==> src/rtl/ladybird_uart_loader_pkg.sv <==
// Shared types and constants for the ladybird UART boot loader and its receiver.
package ladybird_uart_loader_pkg;

    localparam int XLEN           = 32;
    localparam int UART_DATA_BITS = 8;

    typedef enum logic [1:0] {
        S_LEN  = 2'd0,
        S_DATA = 2'd1,
        S_DONE = 2'd2
    } loader_state_e;

    typedef enum logic [2:0] {
        RX_IDLE      = 3'd0,
        RX_START     = 3'd1,
        RX_DATA      = 3'd2,
        RX_STOP      = 3'd3,
        RX_WAIT_HIGH = 3'd4
    } rx_state_e;

    // Little-endian assembly: newest byte enters at the top and older bytes shift down.
    function automatic logic [31:0] assemble_byte(input logic [31:0] shreg,
                                                  input logic [UART_DATA_BITS-1:0] rx_byte);
        return {rx_byte, shreg[31:UART_DATA_BITS]};
    endfunction

endpackage

==> src/rtl/ladybird_bus.sv <==
// Instruction-bus port shared by the core fetch unit and the boot loader.
interface ladybird_bus;

    logic                                   req;
    logic [ladybird_uart_loader_pkg::XLEN-1:0] addr;
    logic [3:0]                             wstrb;
    logic [31:0]                            data;
    logic                                   gnt;

    modport primary (output req, addr, wstrb, data, input gnt);
    modport arbiter (input req, addr, wstrb, data, output gnt);

endinterface

==> src/rtl/ladybird_uart_rx.sv <==
// 8N1 UART receiver with a 2-flop synchronizer; one-cycle valid and frame-error pulses.
module ladybird_uart_rx
    import ladybird_uart_loader_pkg::*;
#(
    parameter int unsigned CLK_PER_BIT = 868
)(
    input  logic                      clk,
    input  logic                      arst,
    input  logic                      rx,
    output logic                      rx_valid,
    output logic [UART_DATA_BITS-1:0] rx_byte,
    output logic                      frame_err_pulse
);

    localparam int CNT_W = $clog2(CLK_PER_BIT);
    localparam logic [CNT_W-1:0] HALF_M1 = CNT_W'(CLK_PER_BIT / 2 - 1);
    localparam logic [CNT_W-1:0] FULL_M1 = CNT_W'(CLK_PER_BIT - 1);
    localparam logic [2:0]       LAST_BIT = 3'(UART_DATA_BITS - 1);

    rx_state_e                 state_q, state_d;
    logic                      meta_q, sync_q, prev_q;
    logic [CNT_W-1:0]          cnt_q, cnt_d;
    logic [2:0]                bit_idx_q, bit_idx_d;
    logic [UART_DATA_BITS-1:0] shift_q, shift_d;
    logic                      valid_q, valid_d;
    logic                      ferr_q, ferr_d;

    // Next-state logic for the bit-timing state machine.
    always_comb begin
        state_d   = state_q;
        cnt_d     = cnt_q + CNT_W'(1);
        bit_idx_d = bit_idx_q;
        shift_d   = shift_q;
        valid_d   = 1'b0;
        ferr_d    = 1'b0;
        case (state_q)
            RX_IDLE: begin
                cnt_d = '0;
                if (!sync_q && prev_q) begin
                    state_d = RX_START;
                end else begin
                    state_d = RX_IDLE;
                end
            end
            RX_START: begin
                if (cnt_q == HALF_M1) begin
                    cnt_d     = '0;
                    bit_idx_d = 3'd0;
                    // A start bit that has gone high again was a glitch.
                    if (!sync_q) begin
                        state_d = RX_DATA;
                    end else begin
                        state_d = RX_IDLE;
                    end
                end else begin
                    state_d = RX_START;
                end
            end
            RX_DATA: begin
                if (cnt_q == FULL_M1) begin
                    cnt_d   = '0;
                    shift_d = {sync_q, shift_q[UART_DATA_BITS-1:1]};
                    if (bit_idx_q == LAST_BIT) begin
                        state_d = RX_STOP;
                    end else begin
                        bit_idx_d = bit_idx_q + 3'd1;
                    end
                end else begin
                    state_d = RX_DATA;
                end
            end
            RX_STOP: begin
                if (cnt_q == FULL_M1) begin
                    cnt_d = '0;
                    if (sync_q) begin
                        valid_d = 1'b1;
                        state_d = RX_IDLE;
                    end else begin
                        ferr_d  = 1'b1;
                        state_d = RX_WAIT_HIGH;
                    end
                end else begin
                    state_d = RX_STOP;
                end
            end
            RX_WAIT_HIGH: begin
                cnt_d = '0;
                if (sync_q) begin
                    state_d = RX_IDLE;
                end else begin
                    state_d = RX_WAIT_HIGH;
                end
            end
            default: begin
                cnt_d   = '0;
                state_d = RX_IDLE;
            end
        endcase
    end

    // Synchronizer and receiver state registers; the line resets to its idle-high level.
    always_ff @(posedge clk or posedge arst) begin
        if (arst) begin
            meta_q    <= 1'b1;
            sync_q    <= 1'b1;
            prev_q    <= 1'b1;
            state_q   <= RX_IDLE;
            cnt_q     <= '0;
            bit_idx_q <= 3'd0;
            shift_q   <= '0;
            valid_q   <= 1'b0;
            ferr_q    <= 1'b0;
        end else begin
            meta_q    <= rx;
            sync_q    <= meta_q;
            prev_q    <= sync_q;
            state_q   <= state_d;
            cnt_q     <= cnt_d;
            bit_idx_q <= bit_idx_d;
            shift_q   <= shift_d;
            valid_q   <= valid_d;
            ferr_q    <= ferr_d;
        end
    end

    assign rx_valid        = valid_q;
    assign rx_byte         = shift_q;
    assign frame_err_pulse = ferr_q;

endmodule

==> src/rtl/ladybird_uart_loader.sv <==
// UART boot loader: length-prefixed image received over 8N1 and written word-by-word to IRAM.
module ladybird_uart_loader
    import ladybird_uart_loader_pkg::*;
#(
    parameter int unsigned     CLK_PER_BIT = 868,
    parameter logic [XLEN-1:0] BASE_ADDR   = '0,
    parameter int unsigned     ADDR_W      = XLEN
)(
    input  logic           clk,
    input  logic           arst,
    input  logic           uart_rx,
    ladybird_bus.primary   bus,
    output logic           busy,
    output logic           done,
    output logic           frame_err,
    output logic           overrun_err
);

    logic                      rx_valid_s;
    logic [UART_DATA_BITS-1:0] rx_byte_s;
    logic                      frame_err_pulse_s;

    ladybird_uart_rx #(
        .CLK_PER_BIT (CLK_PER_BIT)
    ) u_rx (
        .clk             (clk),
        .arst            (arst),
        .rx              (uart_rx),
        .rx_valid        (rx_valid_s),
        .rx_byte         (rx_byte_s),
        .frame_err_pulse (frame_err_pulse_s)
    );

    loader_state_e     state_q, state_d;
    logic              ln_meta_q, ln_sync_q;
    logic [1:0]        byte_cnt_q, byte_cnt_d;
    logic [31:0]       shreg_q, shreg_d;
    logic [31:0]       remaining_q, remaining_d;
    logic [ADDR_W-1:0] addr_q, addr_d;
    logic              req_q, req_d;
    logic [3:0]        wstrb_q, wstrb_d;
    logic [31:0]       data_q, data_d;
    logic              busy_q, busy_d;
    logic              done_q, done_d;
    logic              frame_err_q, frame_err_d;
    logic              overrun_err_q, overrun_err_d;

    logic [31:0]       word_s;
    logic              word_done_s;
    logic              grant_s;

    assign word_s      = assemble_byte(shreg_q, rx_byte_s);
    assign word_done_s = rx_valid_s && (byte_cnt_q == 2'd3) && (state_q != S_DONE);
    assign grant_s     = req_q && bus.gnt;

    // Assembly register, loader FSM, address counter and bus-driver next state.
    always_comb begin
        state_d       = state_q;
        byte_cnt_d    = byte_cnt_q;
        shreg_d       = shreg_q;
        remaining_d   = remaining_q;
        addr_d        = addr_q;
        req_d         = req_q;
        wstrb_d       = wstrb_q;
        data_d        = data_q;
        busy_d        = busy_q;
        done_d        = done_q;
        frame_err_d   = frame_err_q;
        overrun_err_d = overrun_err_q;

        if (rx_valid_s && (state_q != S_DONE)) begin
            shreg_d    = word_s;
            byte_cnt_d = byte_cnt_q + 2'd1;
        end else begin
            shreg_d    = shreg_q;
            byte_cnt_d = byte_cnt_q;
        end

        if (frame_err_pulse_s) begin
            frame_err_d = 1'b1;
        end else begin
            frame_err_d = frame_err_q;
        end

        case (state_q)
            S_LEN: begin
                // The line only goes low for a start bit once the loader is out of reset.
                if (!ln_sync_q) begin
                    busy_d = 1'b1;
                end else begin
                    busy_d = busy_q;
                end
                if (word_done_s) begin
                    if (word_s == 32'd0) begin
                        state_d = S_DONE;
                        done_d  = 1'b1;
                        busy_d  = 1'b0;
                    end else begin
                        state_d     = S_DATA;
                        remaining_d = word_s;
                        addr_d      = ADDR_W'(BASE_ADDR);
                        busy_d      = 1'b1;
                    end
                end else begin
                    state_d = S_LEN;
                end
            end
            S_DATA: begin
                if (grant_s) begin
                    req_d       = 1'b0;
                    addr_d      = addr_q + ADDR_W'(32'd4);
                    remaining_d = remaining_q - 32'd1;
                    if (remaining_q == 32'd1) begin
                        state_d = S_DONE;
                        done_d  = 1'b1;
                        busy_d  = 1'b0;
                    end else begin
                        state_d = S_DATA;
                    end
                end else begin
                    state_d = S_DATA;
                end
                // A word arriving before the previous grant is dropped; the pending write stays intact.
                if (word_done_s) begin
                    if (req_q) begin
                        overrun_err_d = 1'b1;
                    end else begin
                        data_d  = word_s;
                        wstrb_d = 4'hF;
                        req_d   = 1'b1;
                    end
                end else begin
                    overrun_err_d = overrun_err_q;
                end
            end
            S_DONE: begin
                state_d = S_DONE;
                req_d   = 1'b0;
                done_d  = 1'b1;
                busy_d  = 1'b0;
            end
            default: begin
                state_d = S_LEN;
                req_d   = 1'b0;
            end
        endcase
    end

    // Loader state and registered outputs; asynchronous reset drops req immediately.
    always_ff @(posedge clk or posedge arst) begin
        if (arst) begin
            state_q       <= S_LEN;
            ln_meta_q     <= 1'b1;
            ln_sync_q     <= 1'b1;
            byte_cnt_q    <= 2'd0;
            shreg_q       <= 32'd0;
            remaining_q   <= 32'd0;
            addr_q        <= '0;
            req_q         <= 1'b0;
            wstrb_q       <= 4'h0;
            data_q        <= 32'd0;
            busy_q        <= 1'b0;
            done_q        <= 1'b0;
            frame_err_q   <= 1'b0;
            overrun_err_q <= 1'b0;
        end else begin
            state_q       <= state_d;
            ln_meta_q     <= uart_rx;
            ln_sync_q     <= ln_meta_q;
            byte_cnt_q    <= byte_cnt_d;
            shreg_q       <= shreg_d;
            remaining_q   <= remaining_d;
            addr_q        <= addr_d;
            req_q         <= req_d;
            wstrb_q       <= wstrb_d;
            data_q        <= data_d;
            busy_q        <= busy_d;
            done_q        <= done_d;
            frame_err_q   <= frame_err_d;
            overrun_err_q <= overrun_err_d;
        end
    end

    assign bus.req     = req_q;
    assign bus.addr    = XLEN'(addr_q);
    assign bus.wstrb   = wstrb_q;
    assign bus.data    = data_q;
    assign busy        = busy_q;
    assign done        = done_q;
    assign frame_err   = frame_err_q;
    assign overrun_err = overrun_err_q;

endmodule
==> src/flat_wrapper.sv <==
// flat-port wrapper written by rule: the top's interface ports become plain ports
module ladybird_uart_loader_flat import ladybird_uart_loader_pkg::*;
#(
    parameter int unsigned     CLK_PER_BIT = 868,
    parameter logic [XLEN-1:0] BASE_ADDR   = '0,
    parameter int unsigned     ADDR_W      = XLEN
)
  (clk, arst, uart_rx, busy, done, frame_err, overrun_err, bus_req, bus_addr, bus_wstrb, bus_data, bus_gnt);
  ladybird_bus bus_i ();
  input  logic clk;
  input  logic arst;
  input  logic uart_rx;
  output logic busy;
  output logic done;
  output logic frame_err;
  output logic overrun_err;
  output wire logic [$bits(bus_i.req)-1:0] bus_req;
  output wire logic [$bits(bus_i.addr)-1:0] bus_addr;
  output wire logic [$bits(bus_i.wstrb)-1:0] bus_wstrb;
  output wire logic [$bits(bus_i.data)-1:0] bus_data;
  input wire logic [$bits(bus_i.gnt)-1:0] bus_gnt;
  assign bus_req = bus_i.req;
  assign bus_addr = bus_i.addr;
  assign bus_wstrb = bus_i.wstrb;
  assign bus_data = bus_i.data;
  assign bus_i.gnt = bus_gnt;
  ladybird_uart_loader #(.CLK_PER_BIT(CLK_PER_BIT), .BASE_ADDR(BASE_ADDR), .ADDR_W(ADDR_W)) u_core (.clk(clk), .arst(arst), .uart_rx(uart_rx), .bus(bus_i), .busy(busy), .done(done), .frame_err(frame_err), .overrun_err(overrun_err));
endmodule
==> config.mk <==
export PLATFORM = sky130hd
export DESIGN_NAME = ladybird_uart_loader_flat
export DESIGN_NICKNAME = d
export VERILOG_FILES = /design/src/rtl/ladybird_uart_loader_pkg.sv /design/src/rtl/ladybird_bus.sv /design/src/rtl/ladybird_uart_rx.sv /design/src/rtl/ladybird_uart_loader.sv /design/src/flat_wrapper.sv
export SDC_FILE = /design/constraint.sdc
export NUM_CORES = 1
export LEC_CHECK = 0
export ABC_AREA = 1
export BUFFER_PORTS_ARGS = -buffer_cell sky130_fd_sc_hd__buf_4
export CAP_MARGIN = 20
export CORE_ASPECT_RATIO = 0.7
export CORE_MARGIN = 1.5
export CORE_UTILIZATION = 35
export CTS_CLUSTER_SIZE = 10
export DETAILED_ROUTE_END_ITERATION = 6
export HOLD_SLACK_MARGIN = 0.06
export PLACE_DENSITY_LB_ADDON = 0.15
export SYNTH_ARGS = -nofsm -noshare
export SYNTH_HDL_FRONTEND = slang
export SYNTH_SLANG_ARGS = --single-unit
==> constraint.sdc <==
create_clock -name clk -period 6.1 [get_ports clk]
set_clock_uncertainty 0.1 [all_clocks]
set_input_delay 0.305 -clock clk [delete_from_list [all_inputs] [get_ports clk]]
set_output_delay 0.305 -clock clk [all_outputs]
set_load 0.01 [all_outputs]
==> results.yml <==
run_status:
  outcome: "finished, final reports clean"
cells_and_area:
  antenna_cells: 0
  design_area_um2: 9940
  utilization: 0.418
  layout.nets: 1262
  area_growth_pct: 16.8
  layout-drive-gt1-share: 0.121
clocking:
  cts_tree: "done"
  numCtsBuffers: 17
  cts.htree.levels: 4
  path_clk_slew_ns: 0.07
  clock_latency_ns: 0.45
  post_cts_buffers: 0
  root_buffer: "clkbuf_16"
  cts.path.max_buffers: 2
  cts_sinks: 157
sta:
  min_period_over_period: 0.475
  finalSetupViolCount: 0
  hold_viol: 0
  worst_pin_slew_ns: 0.916
  rsz0062_at_grt: "false"
  period_minus_slack_ns: 2.90
  finalSetupTns_ns: 0
  slew_headroom: 0.386
  maxSlewViolCount: 0
  max_freq_mhz: 345
global_routing:
  grt_max_degree: 114
  grt_antenna_before_repair: 0
  grt_overflow: 0
  grt_pass1_wl_um: 36800
  grt_usage: 0.187
  first_global_vias: 6683
routing:
  post_drt_via_cell_ratio: 4.71
  via_count: 7421
  drt_iter0_markers: 596
  wirelength_um: 22300
  wl_per_cell_um: 14.2
  ant_nets: 0
  route.detailed.drc: 0
  firstDrtPassIters: 6
pwr:
  combPwrFrac: 0.259
  power_mw: 3.27
  switching_share: 0.379
  leakage_nw: 4.92
  clkPwrFrac: 0.330
  cellPowerDensity_nw_per_um2: 329
  power_switching_mw: 1.24
  seq_power_share: 0.411
  p_int_mw: 2.03
  peakVddDrop_uv: 222
placement:
  port_buffers: 74
  place_hpwl_um: 15800
  gp_congestion: 0.879
  post_dp_cell_area_um2: 9270
critical_path:
  cp-start-kind: "flop"
  worstPathMaxFanout: 62
  crit_top_cell: "nand2_1"
  critPathKind: "flop to flop"
  regToRegSetupSlack_ns: 3.20
  slowest_stage: "buf_4"
  cp_slowest_stage_delay_ns: 0.51
  worst_ep_arrival_time_ns: 3.12
  path_buf_inv: 3
  crit_required_ns: 6.32
  r2r_cells: 9
  path_cells: "inv_1, ha_2, buf_4, nand2_1, nand2_1, nand2_2, buf_4, nand2_1, o21ai_0"
  reg2reg_from: "u_core.state_q[1]"
  r2r_end: "u_core.bus.addr[30]"
  path_delay_family: "buffers and inverters"
  cp-end-kind: "flop"
synth:
  ys.flop_type: "dfrtp_1"
  ys_seq_elements: 157
  synth-edff-count: 0
  syn_area_per_cell_um2: 7.18
  synth_top_area_cell: "dfrtp_1"
  synthCells: 1185
  yosysMostFrequentCell: "nand2_1"
  netlist_area_um2: 8510
  ys_warn_count: 0
  async_reset_ff_frac: 1.00
  synth_top_area_frac: 0.453
  synth_area_leaders: "dfrtp_1 45%, nand2_1 20%, nor2_1 7.5%"
  seq_area_frac_synth: 0.462
  ys_top_cells_by_count: "458 x nand2_1, 169 x nor2_1, 154 x dfrtp_1, 99 x inv_1, 93 x o21ai_0"
  synth_cell_types: 34
floorplan:
  std_cell_rows: 47
  pin_count: 77
  die_area_um2: 25300
  die_x_um: 189
  start_util: 0.358
  dieHeight_um: 133
  core_um2: 23800
hold_path:
  whs_endpoint: "u_core.bus.req"
  hp-class: "primary input to flop"
  min_path_cells: 6
  hp-start: "bus_gnt"
job:
  maxCapViolCount: 0
what timing repair did:
| action | in CTS | in global routing |
|---|---|---|
| endpoints found under the hold margin | 19 | 0 |
| resized for setup | 0 | 0 |
| hold buffers | 2 | 0 |
final cells by class:
cell class | instances | area, um2
multi-input cells | 884 | 3960
inverters | 103 | 392
well taps | 318 | 398
repair buffers | 83 | 661
clock inverters | 15 | 170
flip-flops and latches | 157 | 3930
clock buffers | 17 | 425
fillers | 2566 | 13800
cells by family after synthesis:
family	count (synthesis)	share of synthesized area
AO/OA/AOI/OAI	117	0.0753
flip-flops	157	0.462
adder cells (fa/ha/maj)	12	0.0177
other	1	0.000441
XOR/XNOR	26	0.0268
buffers and inverters	145	0.0746
AND/OR/NAND/NOR	724	0.339
multiplexers	3	0.00397
power groups by stage:
stage | clock network, mW | logic (mW) | registers [mW]
2_1_floorplan | 0 | 0.666 | 1.31
3_3_place_gp | 0 | 0.831 | 1.35
3_5_place_dp | 0 | 0.842 | 1.35
4_1_cts | 1.11 | 0.846 | 1.34
5_1_grt | 1.15 | 0.994 | 1.37
6_report | 1.08 | 0.845 | 1.34
cells in the final DEF, fill, tap and decap left out, types with 2 or more instances in the layout:
cell	netlist	layout
clkbuf_16	0	17
nor2_2	4	4
nand2_1	458	456
clkinv_8	0	3
conb_1	1	2
inv_2	3	3
nand2_2	0	2
inv_8	0	7
inv_6	0	3
o21bai_1	5	5
nor3_1	3	3
buf_4	6	79
nor2_1	169	169
mux2_2	3	3
nor3_2	2	2
o21ai_1	2	2
nand4_1	9	9
xor2_1	16	16
clkinv_4	0	2
dlygate4sd3_1	0	2
inv_1	99	98
or2_2	10	10
xnor2_1	10	10
o21ai_2	8	8
o21ai_0	93	93
dfrtp_1	154	154
ha_1	12	11
a21oi_1	6	6
dfstp_2	3	3
nand3_1	67	67
flip-flops by register name, summed over array words and instances (netlist names), 3 cells and up:
name                   count
u_core.u_rx.rx_byte        8
u_core.shreg_q            24
u_core.bus.data           32
u_core.u_rx.bit_idx_q      3
u_core.u_rx.state_q        3
u_core.remaining_q        32
u_core.u_rx.cnt_q         10
u_core.bus.addr           30
per-layer routing:
layer	track usage	share of wire
met1	0.309	0.55
met4	0.0529	0.011
met3	0.0324	0.050
met2	0.240	0.39
met5	0	0
worst min-delay path, delay by kind of cell:
kind | cells | cell delay [ns]
and+or+nand+nor | 4 | 0.25
buffers and inverters | 2 | 0.18
stage by stage:
step | cells | worst slack (ns) | hold WS (ns)
after floorplan | 1186 | 1.47 | 0.209
after global placement | 1541 | 3.24 | 0.246
after detailed placement | 1541 | 3.18 | 0.247
after CTS | 1575 | 3.16 | 0.228
after global routing | 1577 | 2.87 | 0.264
final | 1577 | 3.20 | 0.237
worst max path at each step:
| stage | from | endpoint | slack, ns | depth (start not counted) |
|---|---|---|---|---|
| after floorplan | arst | u_core.bus.addr[10] | 1.47 | 1 |
| after global placement | u_core.state_q[1] | u_core.bus.addr[30] | 3.24 | 9 |
| after detailed placement | u_core.state_q[1] | u_core.bus.addr[30] | 3.18 | 9 |
| after CTS | u_core.state_q[1] | u_core.bus.addr[30] | 3.16 | 9 |
| after global routing | u_core.state_q[1] | u_core.bus.addr[30] | 2.87 | 9 |
| final | u_core.state_q[1] | u_core.bus.addr[30] | 3.20 | 9 |
Power figures use the tool's default switching activity.
